$ cat src/rtl/axi_lite_regbank_if.sv
// AXI4-Lite bus bundle between a master and the register-bank slave.
interface axi_lite_regbank_if #(
  parameter int ADDR_WIDTH = 7,
  parameter int DATA_WIDTH = 32
);
  logic [ADDR_WIDTH-1:0]   awaddr;
  logic                    awvalid, awready;
  logic [DATA_WIDTH-1:0]   wdata;
  logic [DATA_WIDTH/8-1:0] wstrb;
  logic                    wvalid, wready;
  logic [1:0]              bresp;
  logic                    bvalid, bready;
  logic [ADDR_WIDTH-1:0]   araddr;
  logic                    arvalid, arready;
  logic [DATA_WIDTH-1:0]   rdata;
  logic [1:0]              rresp;
  logic                    rvalid, rready;

  modport slave (
    input  awaddr, awvalid, wdata, wstrb, wvalid, bready, araddr, arvalid, rready,
    output awready, wready, bresp, bvalid, arready, rdata, rresp, rvalid
  );
  modport master (
    output awaddr, awvalid, wdata, wstrb, wvalid, bready, araddr, arvalid, rready,
    input  awready, wready, bresp, bvalid, arready, rdata, rresp, rvalid
  );
endinterface

$ cat src/rtl/axi_lite_regbank.sv
// AXI4-Lite slave with an integrated control/status register bank for the AES-128 core.
module axi_lite_regbank #(
  parameter int                              DATA_WIDTH = 32,
  parameter int                              ADDR_WIDTH = 7,
  parameter int                              NUM_REGS   = 16,
  parameter logic [NUM_REGS-1:0]             RO_MASK    = '0,
  parameter logic [NUM_REGS*DATA_WIDTH-1:0]  RESET_VAL  = '0
) (
  input  logic                           clk,
  input  logic                           reset,
  axi_lite_regbank_if.slave              bus,
  output logic [NUM_REGS*DATA_WIDTH-1:0] reg_q,
  output logic [NUM_REGS-1:0]            reg_wr_pulse,
  input  logic [NUM_REGS*DATA_WIDTH-1:0] ro_data_in,
  output logic [7:0]                     err_count
);
  localparam int NB    = DATA_WIDTH/8;
  localparam int LSB   = $clog2(NB);
  localparam int IDX_W = ADDR_WIDTH - LSB;
  localparam logic [1:0] OKAY = 2'b00, SLVERR = 2'b10;

  typedef enum logic [1:0] {W_IDLE, W_EXEC, W_RESP} w_state_t;
  typedef enum logic       {R_IDLE, R_RESP}         r_state_t;

  w_state_t w_state, w_next;
  r_state_t r_state, r_next;

  logic                                 aw_held, w_held;
  logic [ADDR_WIDTH-1:0]                aw_addr;
  logic [DATA_WIDTH-1:0]                w_data;
  logic [NB-1:0]                        w_strb;
  logic [NUM_REGS-1:0][DATA_WIDTH-1:0]  regs, ro_words;
  logic [NUM_REGS-1:0]                  w_sel, r_sel;
  logic                                 w_bad, r_bad, aw_fire, w_fire, ar_fire, commit;
  logic                                 w_err, r_err;
  logic [DATA_WIDTH-1:0]                r_word;
  logic [8:0]                           err_sum;

  assign ro_words    = ro_data_in;
  assign reg_q       = regs;

  assign bus.awready = (w_state == W_IDLE) && !aw_held;
  assign bus.wready  = (w_state == W_IDLE) && !w_held;
  assign bus.bvalid  = (w_state == W_RESP);
  assign bus.arready = (r_state == R_IDLE);
  assign bus.rvalid  = (r_state == R_RESP);

  assign aw_fire = bus.awvalid && bus.awready;
  assign w_fire  = bus.wvalid  && bus.wready;
  assign ar_fire = bus.arvalid && bus.arready;
  assign commit  = (w_state == W_EXEC) && !w_bad;
  assign w_err   = (w_state == W_EXEC) && w_bad;
  assign r_err   = ar_fire && r_bad;

  // One-hot decode; an empty select means idx is past the end of the bank.
  always_comb begin
    w_sel  = '0;
    r_sel  = '0;
    r_word = '0;
    for (int i = 0; i < NUM_REGS; i++) begin
      w_sel[i] = (aw_addr[ADDR_WIDTH-1:LSB]    == IDX_W'(i));
      r_sel[i] = (bus.araddr[ADDR_WIDTH-1:LSB] == IDX_W'(i));
      if (r_sel[i]) r_word = RO_MASK[i] ? ro_words[i] : regs[i];
    end
    w_bad = (|aw_addr[LSB-1:0]) || !(|w_sel) || (|(w_sel & RO_MASK));
    r_bad = (|bus.araddr[LSB-1:0]) || !(|r_sel);
  end

  always_ff @(posedge clk) begin
    if (reset) begin
      w_state <= W_IDLE;
      r_state <= R_IDLE;
    end else begin
      w_state <= w_next;
      r_state <= r_next;
    end
  end

  always_comb begin
    w_next = w_state;
    unique case (w_state)
      W_IDLE:  if ((aw_held || aw_fire) && (w_held || w_fire)) w_next = W_EXEC;
      W_EXEC:  w_next = W_RESP;
      W_RESP:  if (bus.bready) w_next = W_IDLE;
      default: w_next = W_IDLE;
    endcase
  end

  always_comb begin
    r_next = r_state;
    unique case (r_state)
      R_IDLE:  if (bus.arvalid) r_next = R_RESP;
      R_RESP:  if (bus.rready)  r_next = R_IDLE;
      default: r_next = R_IDLE;
    endcase
  end

  // AW and W are latched independently; flags drop only when the response is taken.
  always_ff @(posedge clk) begin
    if (reset) begin
      aw_held   <= 1'b0;
      w_held    <= 1'b0;
      aw_addr   <= '0;
      w_data    <= '0;
      w_strb    <= '0;
      bus.bresp <= OKAY;
    end else begin
      if (aw_fire) begin
        aw_held <= 1'b1;
        aw_addr <= bus.awaddr;
      end
      if (w_fire) begin
        w_held <= 1'b1;
        w_data <= bus.wdata;
        w_strb <= bus.wstrb;
      end
      if (w_state == W_EXEC) bus.bresp <= w_bad ? SLVERR : OKAY;
      if (w_state == W_RESP && bus.bready) begin
        aw_held <= 1'b0;
        w_held  <= 1'b0;
      end
    end
  end

  always_ff @(posedge clk) begin
    if (reset) begin
      for (int i = 0; i < NUM_REGS; i++)
        regs[i] <= RO_MASK[i] ? '0 : RESET_VAL[i*DATA_WIDTH +: DATA_WIDTH];
      reg_wr_pulse <= '0;
    end else begin
      reg_wr_pulse <= commit ? w_sel : '0;
      if (commit)
        for (int i = 0; i < NUM_REGS; i++)
          for (int k = 0; k < NB; k++)
            if (w_sel[i] && w_strb[k]) regs[i][k*8 +: 8] <= w_data[k*8 +: 8];
    end
  end

  // Captured on the AR edge, so a same-edge commit is not yet visible here.
  always_ff @(posedge clk) begin
    if (reset) begin
      bus.rdata <= '0;
      bus.rresp <= OKAY;
    end else if (ar_fire) begin
      bus.rdata <= r_bad ? '0 : r_word;
      bus.rresp <= r_bad ? SLVERR : OKAY;
    end
  end

  assign err_sum = {1'b0, err_count} + 9'(w_err) + 9'(r_err);

  always_ff @(posedge clk) begin
    if (reset)                err_count <= '0;
    else if (err_sum > 9'd255) err_count <= 8'hFF;
    else                      err_count <= err_sum[7:0];
  end
endmodule
$ cat src/flat_wrapper.sv
// flat-port wrapper written by rule: the top's interface ports become plain ports
module axi_lite_regbank_flat 
#(
  parameter int                              DATA_WIDTH = 32,
  parameter int                              ADDR_WIDTH = 7,
  parameter int                              NUM_REGS   = 16,
  parameter logic [NUM_REGS-1:0]             RO_MASK    = '0,
  parameter logic [NUM_REGS*DATA_WIDTH-1:0]  RESET_VAL  = '0
)
  (clk, reset, reg_q, reg_wr_pulse, ro_data_in, err_count, bus_awaddr, bus_awvalid, bus_wdata, bus_wstrb, bus_wvalid, bus_bready, bus_araddr, bus_arvalid, bus_rready, bus_awready, bus_wready, bus_bresp, bus_bvalid, bus_arready, bus_rdata, bus_rresp, bus_rvalid);
  axi_lite_regbank_if #(.ADDR_WIDTH(ADDR_WIDTH), .DATA_WIDTH(DATA_WIDTH)) bus_i ();
  input  logic clk;
  input  logic reset;
  output logic [NUM_REGS*DATA_WIDTH-1:0] reg_q;
  output logic [NUM_REGS-1:0] reg_wr_pulse;
  input  logic [NUM_REGS*DATA_WIDTH-1:0] ro_data_in;
  output logic [7:0] err_count;
  input wire logic [$bits(bus_i.awaddr)-1:0] bus_awaddr;
  input wire logic [$bits(bus_i.awvalid)-1:0] bus_awvalid;
  input wire logic [$bits(bus_i.wdata)-1:0] bus_wdata;
  input wire logic [$bits(bus_i.wstrb)-1:0] bus_wstrb;
  input wire logic [$bits(bus_i.wvalid)-1:0] bus_wvalid;
  input wire logic [$bits(bus_i.bready)-1:0] bus_bready;
  input wire logic [$bits(bus_i.araddr)-1:0] bus_araddr;
  input wire logic [$bits(bus_i.arvalid)-1:0] bus_arvalid;
  input wire logic [$bits(bus_i.rready)-1:0] bus_rready;
  output wire logic [$bits(bus_i.awready)-1:0] bus_awready;
  output wire logic [$bits(bus_i.wready)-1:0] bus_wready;
  output wire logic [$bits(bus_i.bresp)-1:0] bus_bresp;
  output wire logic [$bits(bus_i.bvalid)-1:0] bus_bvalid;
  output wire logic [$bits(bus_i.arready)-1:0] bus_arready;
  output wire logic [$bits(bus_i.rdata)-1:0] bus_rdata;
  output wire logic [$bits(bus_i.rresp)-1:0] bus_rresp;
  output wire logic [$bits(bus_i.rvalid)-1:0] bus_rvalid;
  assign bus_i.awaddr = bus_awaddr;
  assign bus_i.awvalid = bus_awvalid;
  assign bus_i.wdata = bus_wdata;
  assign bus_i.wstrb = bus_wstrb;
  assign bus_i.wvalid = bus_wvalid;
  assign bus_i.bready = bus_bready;
  assign bus_i.araddr = bus_araddr;
  assign bus_i.arvalid = bus_arvalid;
  assign bus_i.rready = bus_rready;
  assign bus_awready = bus_i.awready;
  assign bus_wready = bus_i.wready;
  assign bus_bresp = bus_i.bresp;
  assign bus_bvalid = bus_i.bvalid;
  assign bus_arready = bus_i.arready;
  assign bus_rdata = bus_i.rdata;
  assign bus_rresp = bus_i.rresp;
  assign bus_rvalid = bus_i.rvalid;
  axi_lite_regbank #(.DATA_WIDTH(DATA_WIDTH), .ADDR_WIDTH(ADDR_WIDTH), .NUM_REGS(NUM_REGS), .RO_MASK(RO_MASK), .RESET_VAL(RESET_VAL)) u_core (.clk(clk), .reset(reset), .bus(bus_i), .reg_q(reg_q), .reg_wr_pulse(reg_wr_pulse), .ro_data_in(ro_data_in), .err_count(err_count));
endmodule
$ cat config.mk
export PLATFORM = sky130hd
export DESIGN_NAME = axi_lite_regbank_flat
export DESIGN_NICKNAME = d
export VERILOG_FILES = /design/src/rtl/axi_lite_regbank_if.sv /design/src/rtl/axi_lite_regbank.sv /design/src/flat_wrapper.sv
export SDC_FILE = /design/constraint.sdc
export NUM_CORES = 2
export LEC_CHECK = 0
export ABC_AREA = 1
export ABC_CLOCK_PERIOD_IN_PS = 6100
export CORE_AREA = 2 2 449 451
export CTS_BUF_LIST = sky130_fd_sc_hd__clkbuf_4 sky130_fd_sc_hd__clkbuf_8
export DETAILED_ROUTE_END_ITERATION = 8
export DIE_AREA = 0 0 451 453
export SETUP_SLACK_MARGIN = 0.02
export SLEW_MARGIN = 5
export SYNTH_ARGS = -nofsm -noshare
export SYNTH_HDL_FRONTEND = slang
export SYNTH_SLANG_ARGS = --single-unit
$ cat constraint.sdc
create_clock -name clk -period 6.1 [get_ports clk]
set_input_delay 1.22 -clock clk [delete_from_list [all_inputs] [get_ports clk]]
set_output_delay 1.22 -clock clk [all_outputs]
set_load 0.05 [all_outputs]
=== Word-level counts from Yosys, hierarchy flattened ===
Cells that the tools add are included.

* Bits in writable memories: 0
* ROM bits: 0
* Bits of input ports: 569
* Bits in registers: 620
* Word-level logic and storage cells: 298
* Latch bits: 0
* Output and inout port bits: 577
* Memories: 0

* Bitwise gates (word level): 2
* Multiplexer cells: 26
* Div/mod/pow operators: 0
* Magnitude comparators: 1
* Reductions and logical operators: 157
* Equality and inequality tests: 34
* $mul: 0
* Add/subtract/negate cells: 2
* Shifts and indexed selects: 0

{| class="wikitable"
|+ Operators by type and width
! operator !! number
|-
| $mux W32 || 17
|-
| $reduce_and A2 Y1 || 65
|-
| $eq A5 B4 Y1 const B || 16
|-
| $logic_and A1 B1 Y1 || 74
|-
| $eq A5 B3 Y1 const B || 8
|-
| $reduce_or A16 Y1 || 2
|-
| $eq A5 B2 Y1 const B || 4
|-
| $eq A5 B1 Y1 const B || 2
|-
| $logic_not A5 Y1 || 2
|-
| $add A8 B1 Y9 || 1
|-
| $add A9 B1 Y9 || 1
|-
| $gt A9 B8 Y1 const B || 1
|-
| $mux W2 || 4
|-
| $mux W8 || 1
|-
| $reduce_or A2 Y1 || 4
|-
| $pmux W2 S3 || 1
|-
| $logic_not A1 Y1 || 5
|-
| $logic_or A1 B1 Y1 || 4
|-
| $ne A2 B2 Y1 const B || 2
|-
| $eq A2 B1 Y1 const B || 1
|-
| $eq A2 B2 Y1 const B || 1
|-
| $logic_not A2 Y1 || 1
|-
| $mux W1 || 2
|-
| $not A1 Y1 || 2
|-
| $pmux W1 S2 || 1
|}

=== Logic depth before layout (Yosys ltp) ===
* Word-level depth: 18
* Depth in mapped cells: 17
* Depth with buffers taken out: 16

=== Least setup slack after synthesis ===
No wires, ideal clock.

* Path kind: input port to flip-flop
* Start point: in bus_arvalid
* End point: reg u_core.err_count[5]
* Slack: 3,141 ps
* Setup time: 132 ps
* Stages: 11
* Path buffers: 1
* Data arrival time: 2,827 ps
* Data required time: 5,968 ps
* Cell sequence: nand2_1 clkbuf_1 a21oi_1 fa_1 ha_1 nand3_1 nor3_1 inv_1 nor2_1 nand2_1 a21oi_1

* Cells in the longest elaborated chain, start to end: 5

{| class="wikitable"
|+ RTL lines
! item !! line !! RTL
|-
| from (decl) || flat_wrapper.sv:25 || <nowiki>input wire logic [$bits(bus_i.arvalid)-1:0] bus_arvalid;</nowiki>
|-
| $logic_and A1 B1 Y1 * || axi_lite_regbank.sv:50 || <nowiki>assign ar_fire = bus.arvalid && bus.arready;</nowiki>
|-
| $logic_and A1 B1 Y1 * || axi_lite_regbank.sv:53 || <nowiki>assign r_err = ar_fire && r_bad;</nowiki>
|-
| $add A9 B1 Y9 * || axi_lite_regbank.sv:150 || <nowiki>assign err_sum = {1'b0, err_count} + 9'(w_err) + 9'(r_err);</nowiki>
|-
| $gt A9 B8 Y1 || axi_lite_regbank.sv:154 || <nowiki>else if (err_sum > 9'd255) err_count <= 8'hFF;</nowiki>
|-
| $mux W8 * || axi_lite_regbank.sv:154 ||
|-
| to (signal assigned) || axi_lite_regbank.sv:155 || <nowiki>else err_count <= err_sum[7:0];</nowiki>
|-
| to (decl) || axi_lite_regbank.sv:15 || <nowiki>output logic [7:0] err_count</nowiki>
|}

Mark *: on every way between the ends. The rest lies on a longest branch, timed or not.
A chain may end at the register's enable or synchronous reset.

=== Worst setup path after layout ===
* Start point: in bus_araddr[2]
* End point: reg u_core.bus.rdata[18]

* Cells in the longest elaborated chain, start to end: 18
* Elaborated cells between the ends (all ways): 36
* Classes of those cells: eq/ne (15); mux (17); reduce/logical (4)

{| class="wikitable"
|+ RTL lines
! item !! line !! RTL
|-
| from (decl) || flat_wrapper.sv:24 || <nowiki>input wire logic [$bits(bus_i.araddr)-1:0] bus_araddr;</nowiki>
|-
| $logic_not A5 Y1 || axi_lite_regbank.sv:62 || <nowiki>r_sel[i] = (bus.araddr[ADDR_WIDTH-1:LSB] == IDX_W'(i));</nowiki>
|-
| $mux W32 (16 in a row) || axi_lite_regbank.sv:63 || <nowiki>if (r_sel[i]) r_word = RO_MASK[i] ? ro_words[i] : regs[i];</nowiki>
|-
| $mux W32 * || axi_lite_regbank.sv:145 || <nowiki>bus.rdata <= r_bad ? '0 : r_word;</nowiki>
|-
| to (signal assigned) || axi_lite_regbank.sv:145 ||
|-
| to (decl) || axi_lite_regbank_if.sv:21 || <nowiki>output awready, wready, bresp, bvalid, arready, rdata, rresp, rvalid</nowiki>
|}

Marks and branches as above.

==> results.py <==
metrics = {
    "timing": {
        "final.setup.worst_slack_ps": 1615,
        "max_slew_margin_pct": 10.19,
        "drv_slew": 0,
        "finalHoldViolations": 0,
        "fin_setup_tns_ps": 0,
        "min_period_ps": 4485,
        "worst_slew_pin_slew_ps": 1342,
        "setup_viol": 0,
        "rsz0062_at_grt": "no",
        "clock_skew_ps": 71.09,
        "period_share_pct": 73.52,
        "max_freq_mhz": 223.0,
    },
    "detailed_routing": {
        "drt_iter0_drc": 2938,
        "ant_nets": 0,
        "viasPerCell": 4.121,
        "route.vias.total": 27410,
        "wl_per_cell_um": 26.89,
        "drt_first_pass_iters": 6,
        "drc_errors": 0,
        "drt_wl_total_um": 178900,
    },
    "cts": {
        "root_buffer": "clkbuf_8",
        "cts_tree": "built",
        "clkSinkCount": 618,
        "htreeDepth": 3,
        "worstSkewPairLatency_ps": 860,
        "cts_hold_buf": 0,
        "clkTransAtPathRegs_ps": 70,
        "post_cts_resized": 0,
        "ctsLongestPathBuffers": 3,
        "postCtsSetupBuffers": 0,
        "cts_buffers": 107,
    },
    "setup_path": {
        "crit_path_max_fanout": 27,
        "worstSetupPathType": "in2reg",
        "crit_path_end_kind": "flop",
        "worstPathRequired_ps": 6860,
        "critical_path.startpoint_type": "primary input",
        "worst_ep_arrival_time_ps": 5250,
    },
    "logic_synthesis": {
        "synth_cell_types": 37,
        "ys_seq_area_share_pct": 49.28,
        "ys_ff_latch": 618,
        "synth_top_area_share_pct": 49.28,
        "syn-mean-instance-area_um2": 7.640,
        "ys_warn_count": 0,
        "synth_area_leader_cell": "dfxtp_1",
        "synthCells": 3286,
        "yosys-top-cells-area": "dfxtp_1, a21oi_1, o21ai_0, nand2_1, inv_1",
        "syn-cell-area_um2": 25110,
    },
    "floorplanning": {
        "core_area_um2": 199200,
        "initial_utilization_pct": 12.60,
        "rows": 164,
        "die_h_um": 453,
        "ios": 1146,
        "fp.dieW_um": 451,
        "die_area_um2": 204300,
    },
    "layout": {
        "drive_gt1_share_pct": 10.17,
        "syn_to_final_growth_pct": 47.49,
        "final_common_cell": "a21oi_1",
        "layout.nets": 4464,
        "final_cell_mix": "a21oi_1, clkdlybuf4s50_1, dfxtp_1",
        "fillerInstances": 22250,
    },
    "global_route": {
        "grt_antenna_before_repair": 18,
        "grt_overflow": 0,
        "grt_util_met2_pct": 28.76,
        "grt_max_degree": 231,
        "use_met3_pct": 4.603,
        "grt_pass1_wl_um": 229900,
        "use_met1_pct": 18.11,
        "top_usage_layer": "met2",
        "grt_pass1_vias": 24370,
        "grt_usage_pct": 16.69,
    },
    "pwr": {
        "leakagePower_nw": 13.03,
        "ir_drop_uv": 151.8,
        "powerDensity_nw_per_um2": 259.2,
    },
    "place": {
        "io_buffers": 631,
        "hpwl_um": 139300,
        "gp_congestion": 0.9367,
        "pre_cts_slack_ps": 682.4,
    },
    "flow_run": {
        "drv_cap": 0,
    },
    "min_path": {
        "hold_class": "reg2reg",
    },
    "status": {
        "outcome": "finished clean",
    },
}
-- final timing paths --
check | from | to | slack, ps | depth (start not counted)
worst max-delay path | bus_araddr[2] | u_core.bus.rdata[18] | 1610 | 16
worst min-delay path | u_core.w_strb[0] | u_core.w_strb[0] | 460 | 2
worst max register to register | u_core.aw_addr[6] | u_core.reg_q[116] | 2920 | 8
worst min register to register | u_core.w_strb[0] | u_core.w_strb[0] | 460 | 2
-- metal layers --
layer	up-vias	wire length (µm)
met5	-	67
met4	12	12460
met3	346	14360
met1	13260	64620
li1	12350	-
met2	1436	87360
-- critical path, stage by stage --
cell and delay (ps):
clkdlybuf4s50_1 580, nor2_2 520, nand2_4 240, nor2_8 480
nand2_1 100, nand3_1 190, nand2_1 240, nand4_1 170
nand2_1 80, nand3_1 160, nand2_1 310, nand4_1 300
nand2_1 90, nand2_1 160, nand2_1 200, a21oi_1 170
-- state kept, by name, summed over array words and instances, names as in the netlist --
name and cells:
u_core.reg_q 512, u_core.bus.rdata 32, u_core.w_data 32, u_core.reg_wr_pulse 16
u_core.err_count 8, u_core.aw_addr 7, u_core.w_strb 4, u_core.w_state 2
u_core.aw_held 1, u_core.bus.bresp 1, u_core.bus.rresp 1, u_core.bus.rvalid 1
u_core.w_held 1
-- logic make-up after synthesis --
group                      share of synthesized area [%]
AOI/OAI and AO/OA                                  24.78
and+or+nand+nor                                    17.86
DFF                                                49.28
buffers and inverters                              7.830
xor gates and xnor gates                          0.1047
adders and majority gates                         0.1296
other                                            0.01494
-- where the power goes --
group	switching, W	total, W	internal (W)
Clock	0.00198	0.00447	0.00249
Sequential	0.0000335	0.00412	0.00409
Combinational	0.000813	0.00100	0.000188
-- cell type report --
class,instances,area [µm²],share of cell area (%)
Antenna cell,13,32.53,0.08786
Clock buffer,176,2272,6.137
Clock inverter,22,245.2,0.6623
Inverter,215,814.5,2.200
Multi-Input combinational cell,2214,10820,29.23
Sequential cell,618,12370,33.41
Tap cell,2656,3323,8.975
Timing Repair Buffer,737,7144,19.30
-- synthesized netlist by cell type --
| cell | instances |
|---|---|
| or2_0 | 21 |
| inv_2 | 11 |
| o21ai_0 | 587 |
| nand2_1 | 516 |
| nand3_1 | 64 |
| xor2_1 | 2 |
| a31oi_1 | 2 |
| nand2_4 | 1 |
| conb_1 | 1 |
| a21oi_1 | 643 |
| ha_1 | 1 |
| buf_4 | 36 |
| nor2_4 | 44 |
| fa_1 | 1 |
| nor4_1 | 3 |
| or2_1 | 7 |
| nor4_4 | 1 |
| clkinv_1 | 30 |
| nor2_2 | 7 |
| dfxtp_1 | 618 |
| a211oi_1 | 1 |
| clkbuf_1 | 138 |
| nor2_8 | 1 |
| nor3_1 | 33 |
| nor2_1 | 162 |
| nand3_2 | 1 |
| or2_2 | 21 |
| buf_1 | 3 |
| buf_2 | 56 |
| nand3b_1 | 1 |
| xnor2_1 | 1 |
| nand4_1 | 82 |
| o21ai_1 | 6 |
| o211ai_1 | 2 |
| nand2_2 | 1 |
| buf_6 | 7 |
| inv_1 | 174 |
-- per-stage QoR --
step | instance area [µm²] | std cells | total power (W) | hold slack (ps) | utilization [%]
2_1_floorplan | 25110 | 3287 | 0.004624 | 430.0 | -
3_3_place_gp | 34480 | 6440 | 0.005219 | 448.4 | 17.30
3_5_place_dp | 34480 | 6440 | 0.005224 | 451.2 | 17.30
4_1_cts | 36990 | 6638 | 0.009700 | 461.2 | 18.57
5_1_grt | 37020 | 6647 | 0.009895 | 482.8 | 18.58
6_report | 37030 | 6651 | 0.009599 | 456.9 | 18.58
Note: power is estimated with default switching activity, not from simulation.
